### config.mk
export PLATFORM = sky130hd
export DESIGN_NAME = spi_slave_frame
export DESIGN_NICKNAME = d
export VERILOG_FILES = /design/src/rtl/spi_slave_frame.sv
export SDC_FILE = /design/constraint.sdc
export NUM_CORES = 1
export LEC_CHECK = 0
export BUFFER_PORTS_ARGS = -buffer_cell sky130_fd_sc_hd__buf_4
export CAP_MARGIN = 20
export CORE_MARGIN = 2
export CORE_UTILIZATION = 50
export DETAILED_ROUTE_END_ITERATION = 8
export GPL_ROUTABILITY_DRIVEN = 1
export HOLD_SLACK_MARGIN = 0.12
export PLACE_DENSITY = 0.82
export SYNTH_ARGS = -nofsm -noshare
export SYNTH_HDL_FRONTEND = slang
export SYNTH_SLANG_ARGS = --single-unit
### constraint.sdc
create_clock -name clk -period 1.5 [get_ports clk]
set_clock_uncertainty 0.05 [all_clocks]
set_input_delay 0.3 -clock clk [delete_from_list [all_inputs] [get_ports clk]]
set_output_delay 0.3 -clock clk [all_outputs]
set_load 0.005 [all_outputs]
### src/rtl/spi_slave_frame.sv
// spi_slave_frame
//   SPI slave front end. Deserialises a command-prefixed MOSI frame
//   {cmd[1:0], payload[DATA_W-1:0]} into rx_data, and on a read-data command
//   (cmd = 2'b11) waits for the back end to present tx_data, then serialises
//   that word onto MISO.
//
//   Parameters
//     DATA_W    payload width, 4..32 (frame length is DATA_W+2)
//     MSB_FIRST 1: MSB first on MOSI and MISO, 0: LSB first
//
//   Ports
//     clk       system clock, all sampling on the rising edge
//     rst_n     asynchronous active-low reset
//     SS_n      slave select, active low
//     MOSI      serial data in
//     MISO      serial data out (0 outside SHIFT_OUT)
//     rx_data   captured frame {cmd, payload}
//     rx_valid  one-cycle strobe, rx_data valid
//     tx_data   read data from the back end
//     tx_valid  tx_data valid, sampled only in TX_WAIT
//     busy      high whenever the state is not IDLE
//     frame_err one-cycle strobe on an aborted frame
//
//   Build option
//     SPI_SLAVE_FRAME_ERR_EN  when defined, frame_err reports aborted frames;
//                             otherwise frame_err is tied to 0.

module spi_slave_frame #(
  parameter int DATA_W    = 8,
  parameter bit MSB_FIRST = 1'b1
) (
  input  logic              clk,
  input  logic              rst_n,
  input  logic              SS_n,
  input  logic              MOSI,
  output logic              MISO,
  output logic [DATA_W+1:0] rx_data,
  output logic              rx_valid,
  input  logic [DATA_W-1:0] tx_data,
  input  logic              tx_valid,
  output logic              busy,
  output logic              frame_err
);

  localparam int FRAME_W = DATA_W + 2;
  localparam int CW      = $clog2(FRAME_W + 1);

  // Count values on the edge that samples the last MOSI bit / has driven the
  // last MISO bit.
  localparam logic [CW-1:0] LAST_IN  = CW'(FRAME_W - 1);
  localparam logic [CW-1:0] LAST_OUT = CW'(DATA_W);

  typedef enum logic [2:0] {
    S_IDLE,
    S_SHIFT_IN,
    S_TX_WAIT,
    S_SHIFT_OUT,
    S_DONE
  } state_t;

  state_t               state_q;
  logic [CW-1:0]        cnt_q;
  logic [FRAME_W-1:0]   rx_sh_q;
  logic [FRAME_W-1:0]   rx_data_q;
  logic                 rx_valid_q;
  logic [DATA_W-1:0]    tx_sh_q;
  logic                 miso_q;
  logic                 busy_q;

  logic [FRAME_W-1:0]   rx_seed_d;
  logic [FRAME_W-1:0]   rx_shift_d;
  logic                 tx_first_d;
  logic [DATA_W-1:0]    tx_load_d;
  logic                 tx_bit_d;
  logic [DATA_W-1:0]    tx_shift_d;

  // Bit-order dependent shift paths. LSB-first shifts right so the first
  // received bit ends up in rx_data[0] after FRAME_W samples.
  always_comb begin
    rx_seed_d  = '0;
    rx_shift_d = '0;
    tx_first_d = 1'b0;
    tx_load_d  = '0;
    tx_bit_d   = 1'b0;
    tx_shift_d = '0;
    if (MSB_FIRST) begin
      rx_seed_d  = {{(FRAME_W-1){1'b0}}, MOSI};
      rx_shift_d = {rx_sh_q[FRAME_W-2:0], MOSI};
      tx_first_d = tx_data[DATA_W-1];
      tx_load_d  = tx_data << 1;
      tx_bit_d   = tx_sh_q[DATA_W-1];
      tx_shift_d = tx_sh_q << 1;
    end else begin
      rx_seed_d  = {MOSI, {(FRAME_W-1){1'b0}}};
      rx_shift_d = {MOSI, rx_sh_q[FRAME_W-1:1]};
      tx_first_d = tx_data[0];
      tx_load_d  = tx_data >> 1;
      tx_bit_d   = tx_sh_q[0];
      tx_shift_d = tx_sh_q >> 1;
    end
  end

  always_ff @(posedge clk or negedge rst_n) begin
    if (!rst_n) begin
      state_q    <= S_IDLE;
      cnt_q      <= '0;
      rx_sh_q    <= '0;
      rx_data_q  <= '0;
      rx_valid_q <= 1'b0;
      tx_sh_q    <= '0;
      miso_q     <= 1'b0;
      busy_q     <= 1'b0;
    end else begin
      rx_valid_q <= 1'b0;
      case (state_q)
        S_IDLE: begin
          if (!SS_n) begin
            rx_sh_q <= rx_seed_d;
            cnt_q   <= CW'(1);
            state_q <= S_SHIFT_IN;
            busy_q  <= 1'b1;
          end
        end

        S_SHIFT_IN: begin
          // The last bit completes the frame even if SS_n rises on that
          // same edge; the FSM then goes straight back to IDLE.
          if (cnt_q == LAST_IN) begin
            rx_sh_q    <= rx_shift_d;
            rx_data_q  <= rx_shift_d;
            rx_valid_q <= 1'b1;
            cnt_q      <= '0;
            if (SS_n) begin
              state_q <= S_IDLE;
              busy_q  <= 1'b0;
            end else if (rx_shift_d[FRAME_W-1 -: 2] == 2'b11) begin
              state_q <= S_TX_WAIT;
            end else begin
              state_q <= S_DONE;
            end
          end else if (SS_n) begin
            state_q <= S_IDLE;
            busy_q  <= 1'b0;
            cnt_q   <= '0;
          end else begin
            rx_sh_q <= rx_shift_d;
            cnt_q   <= cnt_q + CW'(1);
          end
        end

        S_TX_WAIT: begin
          if (SS_n) begin
            state_q <= S_IDLE;
            busy_q  <= 1'b0;
          end else if (tx_valid) begin
            tx_sh_q <= tx_load_d;
            miso_q  <= tx_first_d;
            cnt_q   <= CW'(1);
            state_q <= S_SHIFT_OUT;
          end
        end

        S_SHIFT_OUT: begin
          if (SS_n) begin
            state_q <= S_IDLE;
            busy_q  <= 1'b0;
            miso_q  <= 1'b0;
            cnt_q   <= '0;
          end else if (cnt_q == LAST_OUT) begin
            state_q <= S_DONE;
            miso_q  <= 1'b0;
            cnt_q   <= '0;
          end else begin
            miso_q  <= tx_bit_d;
            tx_sh_q <= tx_shift_d;
            cnt_q   <= cnt_q + CW'(1);
          end
        end

        S_DONE: begin
          if (SS_n) begin
            state_q <= S_IDLE;
            busy_q  <= 1'b0;
          end
        end

        default: begin
          state_q <= S_IDLE;
          busy_q  <= 1'b0;
          miso_q  <= 1'b0;
          cnt_q   <= '0;
        end
      endcase
    end
  end

`ifdef SPI_SLAVE_FRAME_ERR_EN
  logic abort_err_d;
  logic frame_err_q;

  // An abort is only an error while a frame is still incomplete: before the
  // last MOSI bit, while waiting for read data, or before the last MISO bit.
  always_comb begin
    abort_err_d = 1'b0;
    if (SS_n) begin
      case (state_q)
        S_SHIFT_IN:  abort_err_d = (cnt_q != LAST_IN);
        S_TX_WAIT:   abort_err_d = 1'b1;
        S_SHIFT_OUT: abort_err_d = (cnt_q != LAST_OUT);
        default:     abort_err_d = 1'b0;
      endcase
    end
  end

  always_ff @(posedge clk or negedge rst_n) begin
    if (!rst_n) begin
      frame_err_q <= 1'b0;
    end else begin
      frame_err_q <= abort_err_d;
    end
  end

  assign frame_err = frame_err_q;
`else
  assign frame_err = 1'b0;
`endif

  assign MISO     = miso_q;
  assign rx_data  = rx_data_q;
  assign rx_valid = rx_valid_q;
  assign busy     = busy_q;

endmodule
### Word-level counts from Yosys, hierarchy flattened

Cells that the tools add are included.
W data, S select, Z words.

* bits of input ports: 13
* register bits after elaboration: 37
* word-level logic and storage cells: 76
* output and inout bits: 14

* bitwise operators: 2
* muxes and demuxes: 37
* add/subtract/negate cells: 1
* equality and inequality tests: 16
* reduce and logical (&&, ||, !) cells: 12

Operators with widths (number)
* $mux W8: 4
* $mux W4: 7
* $mux W3: 9
* $mux W9: 3
* $pmux W4 S5: 1
* $pmux W9 S2: 1
* $pmux W8 S2: 1
* $pmux W3 S5: 1
* $ne A2 B2 Y1 const B: 5
* $ne A3 B3 Y1 const B: 3
* $reduce_and A3 Y1: 3
* $eq A4 B4 Y1 const B: 2
* $mux W1: 8
* $eq A3 B2 Y1 const B: 2
* $reduce_and A5 Y1: 1
* $add A4 B1 Y4 const B: 1
* $reduce_and A2 Y1: 2
* $reduce_and A4 Y1: 1
* $reduce_bool A2 Y1: 2
* $reduce_or A4 Y1: 1
* $eq A3 B1 Y1 const B: 1
* $eq A3 B3 Y1 const B: 1
* $logic_not A3 Y1: 1
* $pmux W1 S3: 1
* other kinds (5): 6

### Longest topological paths before layout

* depth after elaboration: 5
* depth in mapped cells: 7
* gate-level depth less buffers: 6

### Least setup slack after synthesis

Ideal clock, no wire load.

* path kind: register to register
* from: reg cnt_q[1]
* to: reg rx_data_q[1], in the netlist rx_data[1]
* clock period less this slack: 1.549 ns
* data required time: 1.325 ns
* path buffers: 1
* setup slack: -0.049 ns
* arrival time: 1.374 ns
* setup time: 0.125 ns
* stages on the path, launching flop included: 7
* path through: dfrtp_1 inv_1 ha_1 and4bb_4 nand2_4 buf_6 mux2_4

* cells in the longest elaborated chain, start to end: 2

RTL lines
* from (decl): line 62 `logic [CW-1:0] cnt_q;`
* from (signal assigned): line 147 `cnt_q <= cnt_q + CW'(1);`
* from (signal assigned): line 176 `cnt_q <= cnt_q + CW'(1);`
* $eq A4 B4 Y1: line 128 `if (cnt_q == LAST_IN) begin`
* $reduce_and A2 Y1 (no source line)
* to (signal assigned): line 130 `rx_data_q <= rx_shift_d;`
* to (decl): line 64 `logic [FRAME_W-1:0] rx_data_q;`

No other way between the ends.
A chain may end at the register's enable or synchronous reset.

### Worst setup path in the final report

* from: reg cnt_q[0]
* to: reg rx_data_q[0], in the netlist rx_data[0]

Same word-level chain as after synthesis.

==> metrics.csv <==
stage;metric;value;unit
setup_path;cp-end-kind;register;
yosys;syn_area;1790;um2
timing;rsz0062_at_grt;true;
timing;drv_slew;0;
drt;drtIter0Drc;89;
power_and_ir_drop;power.switching;453;uW
setup_path;timing.rr.start;cnt_q[0];
global_route;grt_pass1_wl;6180;um
power_and_ir_drop;peakVddDrop;675;uV
finish;area_growth;28.9;%
power_and_ir_drop;power_frac_clock;30.9;%
finish;utilization;67.9;%
floorplanning;coreArea;3390;um2
finish;layout-drive-gt1-share;40.9;%
floorplanning;die_x;63.8;um
clocking;path_clk_slew;0.09;ns
placement;place.gp.congestion;0.779;
worst_hold_path;hp-start;MOSI;
setup_path;crit_type;register to register;
clocking;insertion_delay;0.34;ns
drt;routedWlPerCell;15.0;um
clocking;cts_tree;built;
finish;layout_common_cells;45 x buf_4, 36 x dfrtp_1, 28 x nand2_1;
setup_path;critPathMaxFanout;12;
placement;dp.cells;236;
global_route;groute.usage.overall;19.4;%
clocking;cts_buffers;5;
floorplanning;die_y;63.8;um
floorplanning;io_pins;27;
power_and_ir_drop;p_int;1.40;mW
clocking;cts-root-buf;clkbuf_4;
setup_path;critPathBufInv;1;
yosys;synth.ff_latch_count;36;
yosys;avgSynthCellArea;11.1;um2
yosys;synth_edf_count;0;
global_route;overflow;0;
yosys;async_flop_share;100;%
finish;layout.cells.non_filler;254;
placement;dp_hpwl;2520;um
power_and_ir_drop;totalPowerFinal;1.85;mW
timing;finalHoldViolCount;0;
setup_path;arrival;1.77;ns
drt;vias;1399;
clocking;cts_htree_levels;2;
power_and_ir_drop;swShare;24.4;%
timing;setup_viol;22;
yosys;synthFlopType;dfrtp_1;
setup_path;crit_path_max_incr_delay;0.40;ns
finish;diodes;0;
global_route;first_global_vias;1374;
finish;final_common_cell;buf_4;
floorplanning;rows;21;
clocking;clockBufferDepth;2;
status;outcome;complete, but fails checks;
power_and_ir_drop;leakagePower;1.16;nW
yosys;syn_inst;161;
floorplanning;start_util;52.7;%
drt;first_pass_iters;4;
worst_hold_path;hp-class;primary input to register;
timing;fin_crit;1.61;ns
finish;final_nets;224;
yosys;yosys_warnings;0;
run;cap_violations;0;
setup_path;cpLargestDelayFamily;simple AND/OR/NAND/NOR gates;
yosys;synth_nets;177;
global_route;grt_max_degree;37;
status;violations;negative setup slack;
placement;port_buffers;25;
yosys;ys_seq_area_share;50.4;%
timing;fmax;623;MHz
drt;detail-route-antenna-nets;0;
power_and_ir_drop;comb_power_share;13.5;%
yosys;synth.distinct_cells;43;
global_route;antenna_found_initial;0;
setup_path;required;1.67;ns
power_and_ir_drop;power.density;805;nW/um2
power_and_ir_drop;p_seq_share;55.6;%
timing;worst_slack;-0.106;ns
setup_path;cpMaxStageDelayCell;dfrtp_1;
setup_path;cp-startpoint;cnt_q[0];
floorplanning;dieArea;4070;um2
setup_path;cp-start-kind;register;
drt;via_per_inst;5.51;
drt;drc;0;
clocking;cts.sinks;36;
drt;totalWireLength;3810;um
timing;min_period_over_period;107;%
setup_path;cp_cell_sequence;buf_6 > ha_4 > and4bb_4 > nand2_4 > mux2_2;
## power groups by stage
stage | combinational (mW) | clock [mW] | sequential [mW]
final | 0.251 | 0.572 | 1.03
after global routing | 0.276 | 0.638 | 1.03
after CTS | 0.221 | 0.590 | 1.03
after detailed placement | 0.207 | 0 | 1.05
after global placement | 0.194 | 0 | 1.05
after floorplan | 0.105 | 0 | 1.05
## logic make-up (layout without fill, tap and decap cells)
kind of cell | after synthesis | after routing | synth area share [%]
AOI/OAI and AO/OA | 36 | 36 | 14.1
DFF | 36 | 36 | 50.4
adders and majority gates | 3 | 3 | 2.10
muxes | 17 | 17 | 12.0
buffers and inverters | 15 | 62 | 4.62
and+or+nand+nor | 53 | 53 | 16.6
other | 1 | 1 | 0.210
## synthesized netlist by cell type, drive strengths merged (2+ instances only)
cell type	n	area, um2
a221oi	3	26.3
mux2	11	154
mux2i	6	60.1
ha	3	37.5
o22ai	4	25.0
o21a	2	15.0
nand2	30	123
nor2	5	26.3
nand4b	3	41.3
dfrtp	36	901
nand3	2	10.0
inv	6	22.5
o21ai	17	85.1
nand2b	3	18.8
nor2b	2	12.5
nand4	2	12.5
buf	8	55.1
a21o	2	15.0
## cell type report
| type | instances | area [um2] |
|---|---|---|
| sequential | 36 | 901 |
| clock buffer | 7 | 65.1 |
| timing repair buffer | 49 | 385 |
| inverter | 6 | 22.5 |
| fill | 252 | 1090 |
| multi-input combinational | 110 | 871 |
| tap | 46 | 57.6 |
## metal layers
layer / up-vias / part of all wire, % / wire length [um] / GRT usage [%]
met5: - / 0 / 0 / 0
met4: 0 / 1.7 / 64 / 8.15
met3: 7 / 4.6 / 174 / 5.99
met2: 43 / 53 / 2020 / 31.8
met1: 692 / 41 / 1550 / 23.8
li1: 657 / - / - / -
## flip-flops by register name, indices dropped and copies added (netlist names)
signal    flops
rx_valid      1
MISO          1
busy          1
rx_sh_q       9
tx_sh_q       7
cnt_q         4
state_q       3
rx_data      10
## worst paths after layout
kind / slack, ns / cells past startpoint / to
max: -0.11 / 5 / rx_data[0]
min reg2reg: 0.44 / 2 / tx_sh_q[1]
max in group asynchronous: 0.67 / 2 / tx_sh_q[4]
max reg2reg: -0.11 / 5 / rx_data[0]
min: 0.17 / 2 / rx_sh_q[0]
min in group asynchronous: 0.39 / 2 / rx_data[8]
## repair_timing
item | in CTS | in global routing
endpoints found under the setup margin | 23 | 30
endpoints found under the hold margin | 36 | 0
setup buffers | 4 | 5
gates cloned | 0 | 1
gates resized for setup | 3 | 22
pin swaps | 1 | 2
hold buffers | 1 | 0
## metrics by stage
step / hold WS (ns) / setup TNS [ns] / area [um2] / setup slack [ns]
after global placement: 0.227 / -0.00204 / 2080 / -0.00204
after CTS: 0.155 / -0.774 / 2190 / -0.0666
after floorplan: -0.0456 / -0.274 / 1800 / -0.0250
final: 0.165 / -1.02 / 2300 / -0.106
after global routing: 0.148 / -2.76 / 2300 / -0.146
after detailed placement: 0.239 / -0.644 / 2080 / -0.0702
(Power assumes the default switching activity.)
